### config.mk
export PLATFORM = sky130hd
export DESIGN_NAME = mem_port_arbiter
export DESIGN_NICKNAME = d
export VERILOG_FILES = /design/src/rtl/mem_port_arbiter.sv
export SDC_FILE = /design/constraint.sdc
export NUM_CORES = 1
export LEC_CHECK = 0
export BUFFER_PORTS_ARGS = -buffer_cell sky130_fd_sc_hd__buf_2
export CAP_MARGIN = 20
export CELL_PAD_IN_SITES_DETAIL_PLACEMENT = 0
export CELL_PAD_IN_SITES_GLOBAL_PLACEMENT = 1
export CORE_AREA = 3 3 40 42
export DETAILED_ROUTE_END_ITERATION = 6
export DIE_AREA = 0 0 43 45
export PLACE_DENSITY_LB_ADDON = 0.1
export SLEW_MARGIN = 30
export SYNTH_ARGS = -nofsm -noshare
export SYNTH_HDL_FRONTEND = slang
export SYNTH_SLANG_ARGS = --single-unit
### constraint.sdc
create_clock -name clk -period 1.1 [get_ports clk]
set_input_delay 0.165 -clock clk [delete_from_list [all_inputs] [get_ports clk]]
set_output_delay 0.165 -clock clk [all_outputs]
set_load 0.01 [all_outputs]
### src/rtl/mem_port_arbiter.sv
// Round-robin arbiter and access sequencer for the memory shared by
// instruction fetch (requester 0) and data access (requester 1).
//
// state  | meaning
// IDLE   | no access in progress; sel holds the last owner
// ACCESS | owner holds the memory; count runs down to the ack cycle
module mem_port_arbiter #(
  parameter int LATENCY = 2
) (
  input  logic       clk,
  input  logic       reset_n,
  input  logic [1:0] req,
  output logic [1:0] gnt,
  output logic [1:0] ack,
  output logic       sel,
  output logic       mem_en,
  output logic       busy
);

  localparam int CW = $clog2(LATENCY + 1);
  localparam logic [CW-1:0] RELOAD = CW'(LATENCY - 1);

  typedef enum logic {IDLE, ACCESS} state_t;

  state_t        state;
  logic          owner;
  logic          ptr;
  logic [CW-1:0] count;
  logic [1:0]    masked;
  logic          last;
  logic          winner;

  // On a tie the requester that was not granted most recently wins.
  function automatic logic arbitrate(input logic [1:0] r, input logic p);
    if (r == 2'b11) return ~p;
    else            return r[1];
  endfunction

  assign winner = arbitrate(req, ptr);
  assign last   = (state == ACCESS) && (count == '0);
  // The finishing owner's still-high request is not eligible for the handover decision.
  assign masked = req & ~(owner ? 2'b10 : 2'b01);
  assign ack    = last ? gnt : 2'b00;

  always_ff @(posedge clk or negedge reset_n) begin
    if (!reset_n) begin
      state  <= IDLE;
      owner  <= 1'b0;
      ptr    <= 1'b0;
      count  <= '0;
      gnt    <= 2'b00;
      sel    <= 1'b0;
      mem_en <= 1'b0;
      busy   <= 1'b0;
    end else begin
      case (state)
        IDLE: begin
          if (req != 2'b00) begin
            state  <= ACCESS;
            owner  <= winner;
            ptr    <= winner;
            count  <= RELOAD;
            gnt    <= winner ? 2'b10 : 2'b01;
            sel    <= winner;
            mem_en <= 1'b1;
            busy   <= 1'b1;
          end
        end
        ACCESS: begin
          if (count != '0) begin
            count <= count - CW'(1);
          end else if (masked != 2'b00) begin
            owner <= ~owner;
            ptr   <= ~owner;
            count <= RELOAD;
            gnt   <= owner ? 2'b01 : 2'b10;
            sel   <= ~owner;
          end else begin
            state  <= IDLE;
            gnt    <= 2'b00;
            mem_en <= 1'b0;
            busy   <= 1'b0;
          end
        end
        default: state <= IDLE;
      endcase
    end
  end

endmodule

# --- After elaboration in Yosys (flattened, before gate mapping) ---
# Index checks and enable logic that the tools add are counted.
word_totals:
  reg_bits: 7
  out_inout_bits: 7
  wordCells: 50
classes:
  reduce_logical: 9
  eq_ne: 6
  bitwise_logic: 4
  addsub: 1
  mux: 25
ops:
  columns: ["cell", "n"]
  rows:
  - ["2-to-1 mux 2 bit", 10]
  - ["2-to-1 mux 1 bit", 10]
  - ["one-hot mux 2 bit (2 select lines)", 2]
  - ["inequality test 2 bit (second input constant)", 3]
  - ["one-hot mux 1 bit (2 select lines)", 3]
  - ["AND reduction 3 bit", 2]
  - ["nonzero test 2 bit", 3]
  - ["AND reduction 2 bit", 2]
  - ["inequality test 3 x 1 -> 1 bit (second input constant)", 1]
  - ["bitwise AND 2 bit", 1]
  - ["equality test 2 bit (second input constant)", 1]
  - ["logical NOT 2 bit", 1]
  - ["inequality test 2 x 1 -> 1 bit (second input constant)", 1]
  - ["NOT 1 bit", 2]
  - ["NOT 2 bit", 1]
  - ["subtractor 2 x 1 -> 2 bit (second input constant)", 1]
  - ["logical AND 1 bit", 1]

# --- Depth between registers and ports, before layout ---
logic_depth:
  depth_word: 7
  depth_mapped: 4

# --- Worst setup path before layout ---
# OpenSTA, ideal clock, no wires.
synth_timing:
  kind: "flip-flop to flip-flop"
  start: "register ptr (netlist name)"
  end: "register busy"
  t_arrival_ns: 0.934
  setup_slack_ns: 0.037
  path_buffers: 0
  path_stages_with_launch: 4
  cell_sequence: "dfrtp_1 > inv_2 > o41ai_2 > a2bb2oi_1"
synth_rtl:
  columns: ["element", "line", "rtl"]
  rows:
  - ["to (signal assigned)", "54", "busy <= 1'b0;"]
  - ["to (signal assigned)", "66", "busy <= 1'b1;"]
  - ["to (signal assigned)", "82", "busy <= 1'b0;"]
  - ["to (decl)", "17", "output logic busy"]

# --- Final worst setup path ---
layout_timing:
  start: "register count[1]"
  end: "register gnt[0]"
layout_via:
  elab_chain_cells: 3
layout_lines:
  columns: ["element", "line", "rtl"]
  rows:
  - ["from (decl)", "28", "logic [CW-1:0] count;"]
  - ["from (signal assigned)", "71", "count <= count - CW'(1);"]
  - ["nonzero test 2 bit", "70", "if (count != '0) begin"]
  - ["inequality test 2 bit (no line)", null, null]
  - ["AND reduction 2 bit (no line)", null, null]
  - ["to (signal assigned)", "63", "gnt <= winner ? 2'b10 : 2'b01;"]
  - ["to (signal assigned)", "76", "gnt <= owner ? 2'b01 : 2'b10;"]
  - ["to (decl)", "13", "output logic [1:0] gnt,"]
# No other way between the ends.
# A chain may end at the register's enable or synchronous reset.

==> out/metrics.cfg <==
[worst_setup_path]
cp-end-kind=flip-flop
regToRegStartpoint=count[1]
cp-start-kind=flip-flop
regToRegSetupSlack_ns=-0.20
r2r_cells=4
critPathArrivalTime_ns=1.44
timing.rr.end=gnt[0]
critPathKind=reg -> reg
cp_max_fo=4
critical_path_required_ns=1.24

[sta]
period_share=1.18
relSlewSlack=0.779
rsz0062_at_grt=true
slew_viol_final=0
max_freq_mhz=769
tns_ns=-0.677
hold_viol=0
setup_viol=7
setup_ws_ns=-0.201
fin_skew_ns=0.00837
tightest_slew_ns=0.330
period_minus_slack_ns=1.30

[clocking]
cts.clk_slew.worst_paths_ns=0.06
cts_tree=yes
cts_root_buffer=clkbuf_4
htree_levels=1
insertion_delay_ns=0.25
cts_inserted_buffers=3
clock-sinks=7
max-clock-path-buffers=2

[logic_synthesis]
post_synth.cell_area_avg_um2=9.26
synth_ff_type=dfrtp_1
ys_seq_area_frac=0.450
synth_warnings=0
yosys.area.top_type=dfrtp_1
ys_top_cells_by_count=7 x dfrtp_1, 3 x a21oi_1, 3 x nand2_1
synth_cell_types=24
synth-seq-cells=7
synth_edf_count=0
syn_nets=46
async_flop_share=1.00
syn_inst=42
synth_top_area_share=0.450
netlist_area_um2=389
synth_most_common_cell=dfrtp_1
synthTopCellsByArea=dfrtp_1 45%, a2bb2oi_1 4.5%, o41ai_2 4.2%

[floorplan]
num_rows=13
die_area_um2=1940
dieHeight_um=45
start_util=0.303
core_area_um2=1280
die_x_um=43
ios=11

[final_layout]
layout-drive-gt1-share=0.544
layout.cells.non_filler=83
fin_nets=73
fill_cells=125
syn_to_final_growth_pct=68.5
diodes=0

[global_routing]
grt_max_degree=11
grt_pass1_wl_um=1960
gr-total-overflow=0
grt_pass1_vias=423
track_usage=0.141
antenna_found_initial=0

[route]
drtIter0Drc=4
routed_wirelength_um=1230
first_pass_iters=4
num_vias=438
drc=0
route.detailed.vias_per_inst=5.28
wl_per_cell_um=14.8
ant_nets=0

[place]
dp_hpwl_um=765
port_buffers=10
gp_congestion=0.803
placed_cells=70

[pwr]
power_leakage_nw=0.299
peakVddDrop_mv=1.35
total_power_mw=1.94
p_per_area_nw_per_um2=2960

[run_status]
violations=setup timing
status=finished with violations

[min_path]
hold_class=in -> async

[flow_run]
maxCapViolCount=0

## flip-flops by register name, indices dropped and copies added, names as in the netlist
| name | count |
|---|---|
| count | 2 |
| gnt | 2 |
| busy | 1 |
| ptr | 1 |
| state | 1 |
## cell type report
cell class | count | area (µm²) | share of cell area
clock buffers | 4 | 26.3 | 0.0401
inverters | 3 | 13.8 | 0.0210
multi-input cells | 29 | 226 | 0.345
flip-flops and latches | 7 | 178 | 0.271
well taps | 15 | 18.8 | 0.0286
repair buffers | 25 | 193 | 0.294
## cell usage in the layout (no fill, tap or decap), types with 2 or more instances in the layout
master / count
buf_4: 10
buf_2: 8
buf_6: 6
dfrtp_1: 5
nand2_1: 3
a21oi_1: 3
clkbuf_4: 3
nor3_1: 2
o21ai_1: 2
nor2b_1: 2
dfrtp_2: 2
## stage by stage
step / instance area (µm²) / setup WS (ns) / hold slack, ns / utilization
floorplan: 389 / 0.0372 / -0.131 / -
global placement: 485 / 0.0285 / 0.00740 / 0.378
detailed placement: 485 / 0.00653 / 0.0131 / 0.378
CTS: 599 / -0.155 / 0.231 / 0.466
global route: 656 / -0.246 / 0.258 / 0.510
finish: 656 / -0.201 / 0.270 / 0.510
## how the worst max path moves through the flow
| stage | startpoint | to | slack (ns) | depth (start not counted) |
|---|---|---|---|---|
| after floorplan | ptr | busy | 0.04 | 3 |
| after global placement | count[0] | ack[0] | 0.03 | 3 |
| after detailed placement | count[0] | ack[1] | 0.007 | 3 |
| after CTS | count[1] | ack[1] | -0.15 | 3 |
| after global routing | count[1] | gnt[0] | -0.25 | 4 |
| final | count[1] | gnt[0] | -0.20 | 4 |
## repair_timing
item | in CTS | in global routing
hold buffers | 1 | 0
gates resized for setup | 6 | 10
hold endpoints to repair | 7 | 0
pin swaps | 3 | 3
endpoints found under the setup margin | 3 | 8
buffers inserted | 7 | 1
## critical path, stage by stage, from the launching register on
cell and delay [ns]:
dfrtp_1 0.42, buf_6 0.14, o21ai_1 0.28, o21ai_0 0.20, o2bb2ai_1 0.16
## cells by family (layout without fill, tap and decap cells)
group	after synthesis	after routing	synth area share
compound gates	16	16	0.302
simple gates	13	13	0.174
flops	7	7	0.450
buf+inv	6	32	0.0739
## routing by layer
| layer | part of all wire | track usage |
|---|---|---|
| met2 | 0.51 | 0.243 |
| met5 | 0 | 0 |
| met4 | 0.0057 | 0.0181 |
| met1 | 0.41 | 0.155 |
| met3 | 0.073 | 0.0837 |
## power by group
| group | internal [mW] | leakage, nW | switching [mW] |
|---|---|---|---|
| sequential | 0.373 | 0.0830 | 0.153 |
| clock | 0.139 | 0.0150 | 0.0967 |
| combinational | 0.673 | 0.201 | 0.505 |
No activity file was read; power rests on OpenSTA's default activity.
